[config.mk]
export PLATFORM = sky130hd
export DESIGN_NAME = msync_gen
export DESIGN_NICKNAME = d
export VERILOG_FILES = /design/src/rtl/msync_gen.sv
export SDC_FILE = /design/constraint.sdc
export NUM_CORES = 1
export LEC_CHECK = 0
export ABC_AREA = 1
export CAP_MARGIN = 20
export CORE_MARGIN = 3
export CORE_UTILIZATION = 63
export DETAILED_ROUTE_END_ITERATION = 16
export PLACE_DENSITY = 0.87
export REMOVE_ABC_BUFFERS = 1
export SYNTH_ARGS = -nofsm -noshare
export SYNTH_HDL_FRONTEND = slang
export SYNTH_HIERARCHICAL = 1
export SYNTH_SLANG_ARGS = --single-unit
[constraint.sdc]
create_clock -name clk -period 7.3 [get_ports clk]
set_input_delay 1.825 -clock clk [delete_from_list [all_inputs] [get_ports clk]]
set_output_delay 1.825 -clock clk [all_outputs]
set_load 0.01 [all_outputs]
[src/rtl/msync_gen.sv]
// Master sync generator. It picks a trigger source (internal timer, quadrature wheel
// or external sync), tracks the wheel position, and emits fixed-width low pulses.

// A 2-FF synchronizer followed by a run-length filter. The output takes the new level
// only after FILT_LEN consecutive samples that all differ from the current level.
module msync_filt #(
  parameter int       FILT_LEN = 4,
  parameter logic     RST_VAL  = 1'b0
) (
  input  logic clk,
  input  logic rst_n,
  input  logic din,
  output logic dout
);
  localparam int CW = $clog2(FILT_LEN + 1);

  logic          s1, s2;
  logic [CW-1:0] cnt;

  always_ff @(posedge clk or negedge rst_n) begin
    if (!rst_n) begin
      s1   <= RST_VAL;
      s2   <= RST_VAL;
      dout <= RST_VAL;
      cnt  <= '0;
    end else begin
      s1 <= din;
      s2 <= s1;
      if (s2 == dout) begin
        cnt <= '0;
      end else if (cnt == CW'(FILT_LEN - 1)) begin
        dout <= s2;
        cnt  <= '0;
      end else begin
        cnt <= cnt + 1'b1;
      end
    end
  end
endmodule

module msync_gen #(
  parameter int FILT_LEN = 4,
  parameter int PULSE_W  = 10,
  parameter int MIN_GAP  = 100
) (
  input  logic               clk,
  input  logic               rst_n,
  input  logic               i_adp,
  input  logic               i_bdp,
  input  logic               i_sync,
  input  logic [1:0]         i_mode,
  input  logic [23:0]        i_period,
  input  logic [7:0]         i_step_div,
  input  logic               i_dir_sel,
  output logic               o_msync_n,
  output logic signed [31:0] o_pos,
  output logic               o_dir,
  output logic [15:0]        o_sync_cnt,
  output logic               o_err,
  output logic               o_ovr
);
  localparam int          GW       = $clog2(MIN_GAP + 1);
  localparam logic [2:0]  RST_MASK = 3'b100;   // {sync, b, a}: sync idles high

  typedef enum logic [1:0] {IDLE, PULSE, GAP} state_t;

  logic [2:0] raw, filt, filt_q;
  assign raw = {i_sync, i_bdp, i_adp};

  for (genvar g = 0; g < 3; g++) begin : g_filt
    msync_filt #(.FILT_LEN(FILT_LEN), .RST_VAL(RST_MASK[g])) u_filt (
      .clk  (clk),
      .rst_n(rst_n),
      .din  (raw[g]),
      .dout (filt[g])
    );
  end

  // Map {A,B} onto a 2-bit Gray position so forward motion is +1 mod 4.
  logic [1:0] idx_new, idx_old, idx_diff;
  logic       fwd, rev, qerr, qual, sync_fall;
  assign idx_new   = {filt[1],   filt[0]   ^ filt[1]};
  assign idx_old   = {filt_q[1], filt_q[0] ^ filt_q[1]};
  assign idx_diff  = idx_new - idx_old;
  assign fwd       = (idx_diff == 2'd1);
  assign rev       = (idx_diff == 2'd3);
  assign qerr      = (idx_diff == 2'd2);
  assign qual      = fwd | (i_dir_sel & rev);
  assign sync_fall = filt_q[2] & ~filt[2];

  logic [1:0]  mode_q;
  logic        mode_chg;
  logic [23:0] per_eff, tmr, tmr_nxt;
  logic [7:0]  div_eff, acc, acc_nxt;
  logic        trig_nxt, trig_q;

  assign mode_chg = (i_mode != mode_q);
  assign per_eff  = (i_period < 24'(MIN_GAP)) ? 24'(MIN_GAP) : i_period;
  assign div_eff  = (i_step_div == 8'd0) ? 8'd1 : i_step_div;

  // Timer uses >= so a period shrunk below the running count still fires.
  always_comb begin
    tmr_nxt  = tmr;
    acc_nxt  = acc;
    trig_nxt = 1'b0;
    if (mode_chg) begin
      tmr_nxt = '0;
      acc_nxt = '0;
    end else begin
      case (i_mode)
        2'b01: begin
          if (i_period == 24'd0) begin
            tmr_nxt = '0;
          end else if (tmr >= per_eff - 24'd1) begin
            trig_nxt = 1'b1;
            tmr_nxt  = '0;
          end else begin
            tmr_nxt = tmr + 24'd1;
          end
        end
        2'b10: begin
          if (qual) begin
            if ({1'b0, acc} + 9'd1 >= {1'b0, div_eff}) begin
              trig_nxt = 1'b1;
              acc_nxt  = '0;
            end else begin
              acc_nxt = acc + 8'd1;
            end
          end
        end
        2'b11:   trig_nxt = sync_fall;
        default: ;
      endcase
    end
  end

  always_ff @(posedge clk or negedge rst_n) begin
    if (!rst_n) begin
      filt_q <= RST_MASK;
      mode_q <= 2'b00;
      tmr    <= '0;
      acc    <= '0;
      trig_q <= 1'b0;
      o_pos  <= '0;
      o_dir  <= 1'b0;
      o_err  <= 1'b0;
    end else begin
      filt_q <= filt;
      mode_q <= i_mode;
      tmr    <= tmr_nxt;
      acc    <= acc_nxt;
      trig_q <= trig_nxt;
      if (fwd) begin
        o_pos <= o_pos + 32'sd1;
        o_dir <= 1'b1;
      end else if (rev) begin
        o_pos <= o_pos - 32'sd1;
        o_dir <= 1'b0;
      end
      if (qerr) o_err <= 1'b1;
    end
  end

  state_t        st, st_nxt;
  logic [GW-1:0] cnt, cnt_nxt;
  logic          enter, drop;

  // The last GAP cycle may accept a trigger directly so the fall-to-fall spacing
  // is exactly MIN_GAP rather than MIN_GAP+1.
  always_comb begin
    st_nxt  = st;
    cnt_nxt = cnt;
    enter   = 1'b0;
    drop    = 1'b0;
    case (st)
      IDLE: begin
        if (trig_q) begin
          st_nxt  = PULSE;
          cnt_nxt = '0;
          enter   = 1'b1;
        end
      end
      PULSE: begin
        drop = trig_q;
        if (cnt == GW'(PULSE_W - 1)) begin
          st_nxt  = GAP;
          cnt_nxt = '0;
        end else begin
          cnt_nxt = cnt + 1'b1;
        end
      end
      GAP: begin
        if (cnt == GW'(MIN_GAP - PULSE_W - 1)) begin
          cnt_nxt = '0;
          if (trig_q) begin
            st_nxt = PULSE;
            enter  = 1'b1;
          end else begin
            st_nxt = IDLE;
          end
        end else begin
          cnt_nxt = cnt + 1'b1;
          drop    = trig_q;
        end
      end
      default: st_nxt = IDLE;
    endcase
  end

  always_ff @(posedge clk or negedge rst_n) begin
    if (!rst_n) begin
      st         <= IDLE;
      cnt        <= '0;
      o_msync_n  <= 1'b1;
      o_sync_cnt <= '0;
      o_ovr      <= 1'b0;
    end else begin
      st        <= st_nxt;
      cnt       <= cnt_nxt;
      o_msync_n <= (st_nxt != PULSE);
      if (enter) o_sync_cnt <= o_sync_cnt + 16'd1;
      if (drop)  o_ovr      <= 1'b1;
    end
  end
endmodule

-- Word-level counts from Yosys, hierarchy flattened
Cells that the tools add are included.
- register bits after elaboration: 117
- bits in latches: 0
- RAM bits: 0
- memory bits (read-only): 0
- input bits: 40
- memories kept: 0
- $add $sub $neg: 12
- multipliers: 0
- divide/modulo/power cells: 0
- $lt $le $gt $ge: 3
- equality and inequality tests: 19
- shifts and indexed selects: 0
- muxes and demuxes: 40
- bitwise logic cells: 9
- reductions and logical operators: 13
- operator list (cell ; count):
    two-way mux 24 bit ; 5
    two-way mux 32 bit ; 2
    two-way mux 8 bit ; 5
    adder 32 x 2 -> 32 bit (second input constant) ; 1
    subtractor 32 x 2 -> 32 bit (second input constant) ; 1
    adder 24 x 1 -> 24 bit (second input constant) ; 1
    >= comparator 24 bit ; 1
    zero test 24 bit ; 1
    < comparator 24 x 7 -> 1 bit (second input constant) ; 1
    subtractor 24 x 1 -> 24 bit (second input constant) ; 1
    two-way mux 7 bit ; 3
    one-hot mux 7 bit (3 select lines) ; 1
    two-way mux 3 bit ; 6
    adder 16 x 1 -> 16 bit (second input constant) ; 1
    two-way mux 1 bit ; 11
    equality test 2 bit (second input constant) ; 5
    AND reduction 2 bit ; 5
    adder 3 x 1 -> 3 bit (second input constant) ; 3
    adder 8 x 1 -> 9 bit (second input constant) ; 1
    equality test 3 x 2 -> 1 bit (second input constant) ; 3
    >= comparator 9 x 8 -> 1 bit ; 1
    adder 8 x 1 -> 8 bit (second input constant) ; 1
    zero test 8 bit ; 1
    nonzero test 2 bit ; 4
    19 further kinds ; 31

-- Logic depth before layout (Yosys ltp)
- word-level depth: 8
- gate-level depth with buffers: 26
- depth with buffers taken out: 26

-- Cells and area by module
Netlist, hierarchy kept.
- modules (own cells, without submodules) (module ; instances ; cells an instance ; area an instance (um^2) ; seq. area each (um^2)):
    msync_gen ; 1 ; 1297 ; 8672.1 ; 2479.9
    msync_filt at g_filt[0].u_filt ... ; 2 ; 25 ; 239.0 ; 150.1
    msync_filt at g_filt[2].u_filt ; 1 ; 25 ; 242.7 ; 153.9

-- Worst setup path before layout
Ideal clock, no wire load.
- path kind: input to register
- from: input port i_period[9]
- to: register tmr[16]
- arrival time: 4.613 ns
- path slack: 2.557 ns
- stages: 26
- buffers on the path: 1
- path through: nor2_2 -> nand2_1 -> nor2_1 -> nand2_2 -> inv_2 -> nand2_4 -> nand2_1 -> ha_1 -> nand3_2 -> nor3_2 -> nand4_1 -> nor2_2 -> nand2_1 -> nand2_1 -> nand2_1 -> ha_1 -> nand2_1 -> nor2_1 -> nand4_1 -> nor2_1 -> nand2_1 -> nand4_1 -> nor2_2 -> buf_4 -> nand2_1 -> o21ai_0
- word-level cells in the longest chain between the ends: 8
- elaborated cells between the ends (all ways): 9
- RTL lines (what ; RTL line ; source):
    start, declared ; 52 ; input logic [23:0] i_period,
    < comparator 24 x 7 -> 1 bit ; 98 ; assign per_eff = (i_period < 24'(MIN_GAP)) ? 24'(MIN_GAP) : i_period;
    two-way mux 24 bit ; 98 ;
    subtractor 24 x 1 -> 24 bit ; 114 ; end else if (tmr >= per_eff - 24'd1) begin
    >= comparator 24 bit ; 114 ;
    two-way mux 24 bit ; 114 ;
    two-way mux 24 bit (*) ; 112 ; if (i_period == 24'd0) begin
    two-way mux 24 bit (*) ; 110 ; case (i_mode)
    two-way mux 24 bit (*) ; 106 ; if (mode_chg) begin
    end signal, assigned ; 150 ; tmr <= tmr_nxt;
    end, declared ; 93 ; logic [23:0] per_eff, tmr, tmr_nxt;
Mark *: on every way between the ends. The rest lies on a longest branch, timed or not. The select of a mux whose other input is x is not followed.
A chain may end at the register's enable or synchronous reset.

-- Worst setup path after layout
- from: input port i_period[19]
- to: register tmr[19]
The elaborated chain is that of the path after synthesis.

==> key figures <==
Critical path
  – CP startpoint: i_period[19]
  – Reg2reg start: g_filt[0].u_filt/dout$_DFFE_PN0P_
  – Crit path arrival time: 6.19 ns
  – Slack of the worst reg-to-reg path: 2.64 ns
  – Crit start category: primary input
  – Worst-path maximum fanout: 21
  – Slowest-stage cell, CP: nor2_2
  – Worst path required time: 7.63 ns
  – Critical path capture point type: flop
  – Most used cell, CP: nand2_1
  – Setup CP Type: in2reg
  – Slowest Stage Delay on Critical Path: approximately 0.75 ns

Final layout
  – Most frequent cells in the layout: nand2_1, inv_1, nor2_1
  – Area delta synth->final: 17.86%
  – # diodes: 0
  – Non-Filler Instances: roughly 1700
  – Final core utilization: ~78%
  – Fillers: 1082
  – Fin nets: approximately 1600
  – Commonest non-fill, non-tap cell in the layout: nand2_1
  – Area of the multi-input gates: between 0.005 and 0.006 sq mm
  – Fraction of layout cells with a size suffix above 1: between 5 and 6%
  – FF/Latch Area: ~0.0029 sq mm

Timing
  – Final setup TNS: 0 ns
  – Clock Skew: 0.01151 ns
  – Crit path time final: 5.857 ns
  – RSZ-0062 raised after global routing: false
  – Max Clk Rate: 170.7 MHz
  – Final period utilization: approximately 80%
  – Slew HR: 37.30%
  – Fin. Hold Viols: 0
  – Count of final setup violators: 0
  – Final Max Slew Viols: 0
  – Worst-margin pin slew: about 0.93 ns

Floorplan
  – Die Width: about 130 um
  – Row cnt: 43
  – DIE HEIGHT: 128.1 um
  – Io pins: 92
  – Core ar.: ~0.014 sq mm
  – Initial core utilization: between 60% and 70%
  – Die area: 0.01641 sq mm

Route
  – Initial drt markers: 835
  – Via Count: about 9000
  – First-pass DRT Iterations: 6
  – Final wirelength: 23.56 mm
  – Routed len/inst: 14.15 um
  – Via-to-Cell Ratio: 5.544
  – DRC Markers: 0
  – Final antenna-violating net count: 0

Clock network
  – H-tree depth: 4
  – Clock Latency Late Sink: 0.43 ns
  – CTS root buffer: clkbuf_16
  – Hold Buf Count CTS: 0
  – CTS Buf Count: 17
  – Clock input transition at the sequential cells of the worst setup and hold paths: ~0.060 ns
  – CTS tree: done
  – Setup Buffers After CTS: 0
  – Max Buffers Root-to-Sink: 2
  – # clock sinks: between 100 and 150
  – Post-CTS Resized: 0

Global routing
  – Total GRT Usage: 29.80%
  – Vias in the first global route: roughly 8800
  – Most Crowded Layer GR: met2
  – First-pass GRT wire length: 40.12 mm
  – Met3 global-route usage: slightly above 5%
  – Initial antenna violation count: 0
  – Largest net degree at the start of global routing: between 60 and 70
  – Met2 usage: just under 50%
  – GR Util met1: 39.38%
  – Grt ovf: 0

Placement
  – Inst Count DP: between 1500 and 2000
  – Port buffer count: 91
  – Hpwl dp: 17.42 mm
  – Gpl congestion: ~0.93

Outcome
  – Status: complete, no violations

Flow run
  – Max-cap violation count: 0

Synthesis
  – Post-synth design cell area: ~0.0094 sq mm
  – Yosys cell types: 43
  – Async S/R FF share, synth: between 90% and 100%
  – Total of warnings raised by yosys: 6
  – Number of synthesized register bits: 117
  – Synth Instances: between 1000 and 1500
  – Sequential area share after synthesis: between 30% and 40%
  – Mean Syn Cell Area: just under 7 sq um
  – Top FF cell, synth: dfrtp_1
  – EDFF count, synth: 0

Min path
  – Hold crit path type: reg2reg
  – Hold Crit Start: g_filt[1].u_filt/s1$_DFF_PN0_
[flip-flops by register name, summed over array words and instances, names as in the netlist, 2 cells and up]
name	flops
g_filt.u_filt/s1	3
o_pos	32
g_filt.u_filt/dout	3
acc	8
st	2
filt_q	3
o_sync_cnt	16
cnt	7
mode_q	2
g_filt.u_filt/s2	3
g_filt.u_filt/cnt	9
tmr	24
[synthesized netlist by cell type, drive strengths merged (2+ instances only)]
cell      n  share of area (%)
o21bai    6               0.52
dfstp     5                1.4
dfrtp   112                 30
nor4      7               0.47
mux2      3               0.36
a31oi     2               0.13
xor2     53                4.9
inv     205                8.2
a21oi    47                2.5
ha       76                 10
a21o      5               0.40
o21a      2               0.16
o21ai    65                3.5
buf       4               0.37
nand3    92                5.3
nand3b   19                1.5
nand4    29                1.9
nor2    135                5.7
or2       3               0.20
nor3     20                1.3
nand2   444                 18
xnor2    20                1.9
clkbuf    9               0.36
[kinds of logic after synthesis]
| kind of cell | Yosys count | share of synthesized area [%] |
|---|---|---|
| adders and majority gates | 77 | 10.34 |
| and+or+nand+nor | 750 | 34.58 |
| DFF | 117 | 31.24 |
| xor gates and xnor gates | 73 | 6.807 |
| buffers and inverters | 219 | 8.965 |
| AOI/OAI and AO/OA | 133 | 7.713 |
| muxes | 3 | 0.3596 |
[worst paths after layout]
| check | to | depth (start not counted) |
|---|---|---|
| setup / recovery | tmr[19]$_DFFE_PN0P_ | 26 |
| hold / removal | g_filt[1].u_filt/s2$_DFF_PN0_ | 0 |
| setup reg to reg | o_pos[14]$_DFFE_PN0P_ | 14 |
| hold reg to reg | g_filt[1].u_filt/s2$_DFF_PN0_ | 0 |
| max in group asynchronous | o_pos[22]$_DFFE_PN0P_ | 2 |
| min in group asynchronous | cnt[1]$_DFFE_PN0P_ | 1 |
[worst max-delay path, delay by kind of cell]
kind | cells | cell delay, ns
simple gates | 20 | 3.09
fa+ha+maj | 2 | 0.50
compound gates | 1 | 0.14
buf+inv | 3 | 0.64
[per-stage QoR]
stage          hold WS [ns]  cell area (sq um)  setup slack [ns]
2_1_floorplan        0.3312               9324             2.385
3_3_place_gp         0.3353              10480             1.294
3_5_place_dp         0.3441              10480             1.095
4_1_cts              0.3561              11070             1.510
5_1_grt              0.3594              11070            0.9711
6_report             0.3569              11070             1.443
[layer usage]
metal | share of wire (%) | vias up
li1 | - | 4587
met1 | 44 | 4272
met2 | 47 | 314
met3 | 6.6 | 57
met4 | 2.0 | 0
met5 | 0 | -
[layout make-up]
cell class / count / share of cell area [%]
inverters: 206 / 6.985
clock buffers: 24 / 4.442
flip-flops and latches: 117 / 26.50
well taps: 180 / 2.034
multi-input cells: 1036 / 50.73
clock inverters: 8 / 0.8929
repair buffers: 94 / 8.409
Power is not shown: default switching activity piles up to over one toggle a cycle in this logic, so the estimate is an artifact.
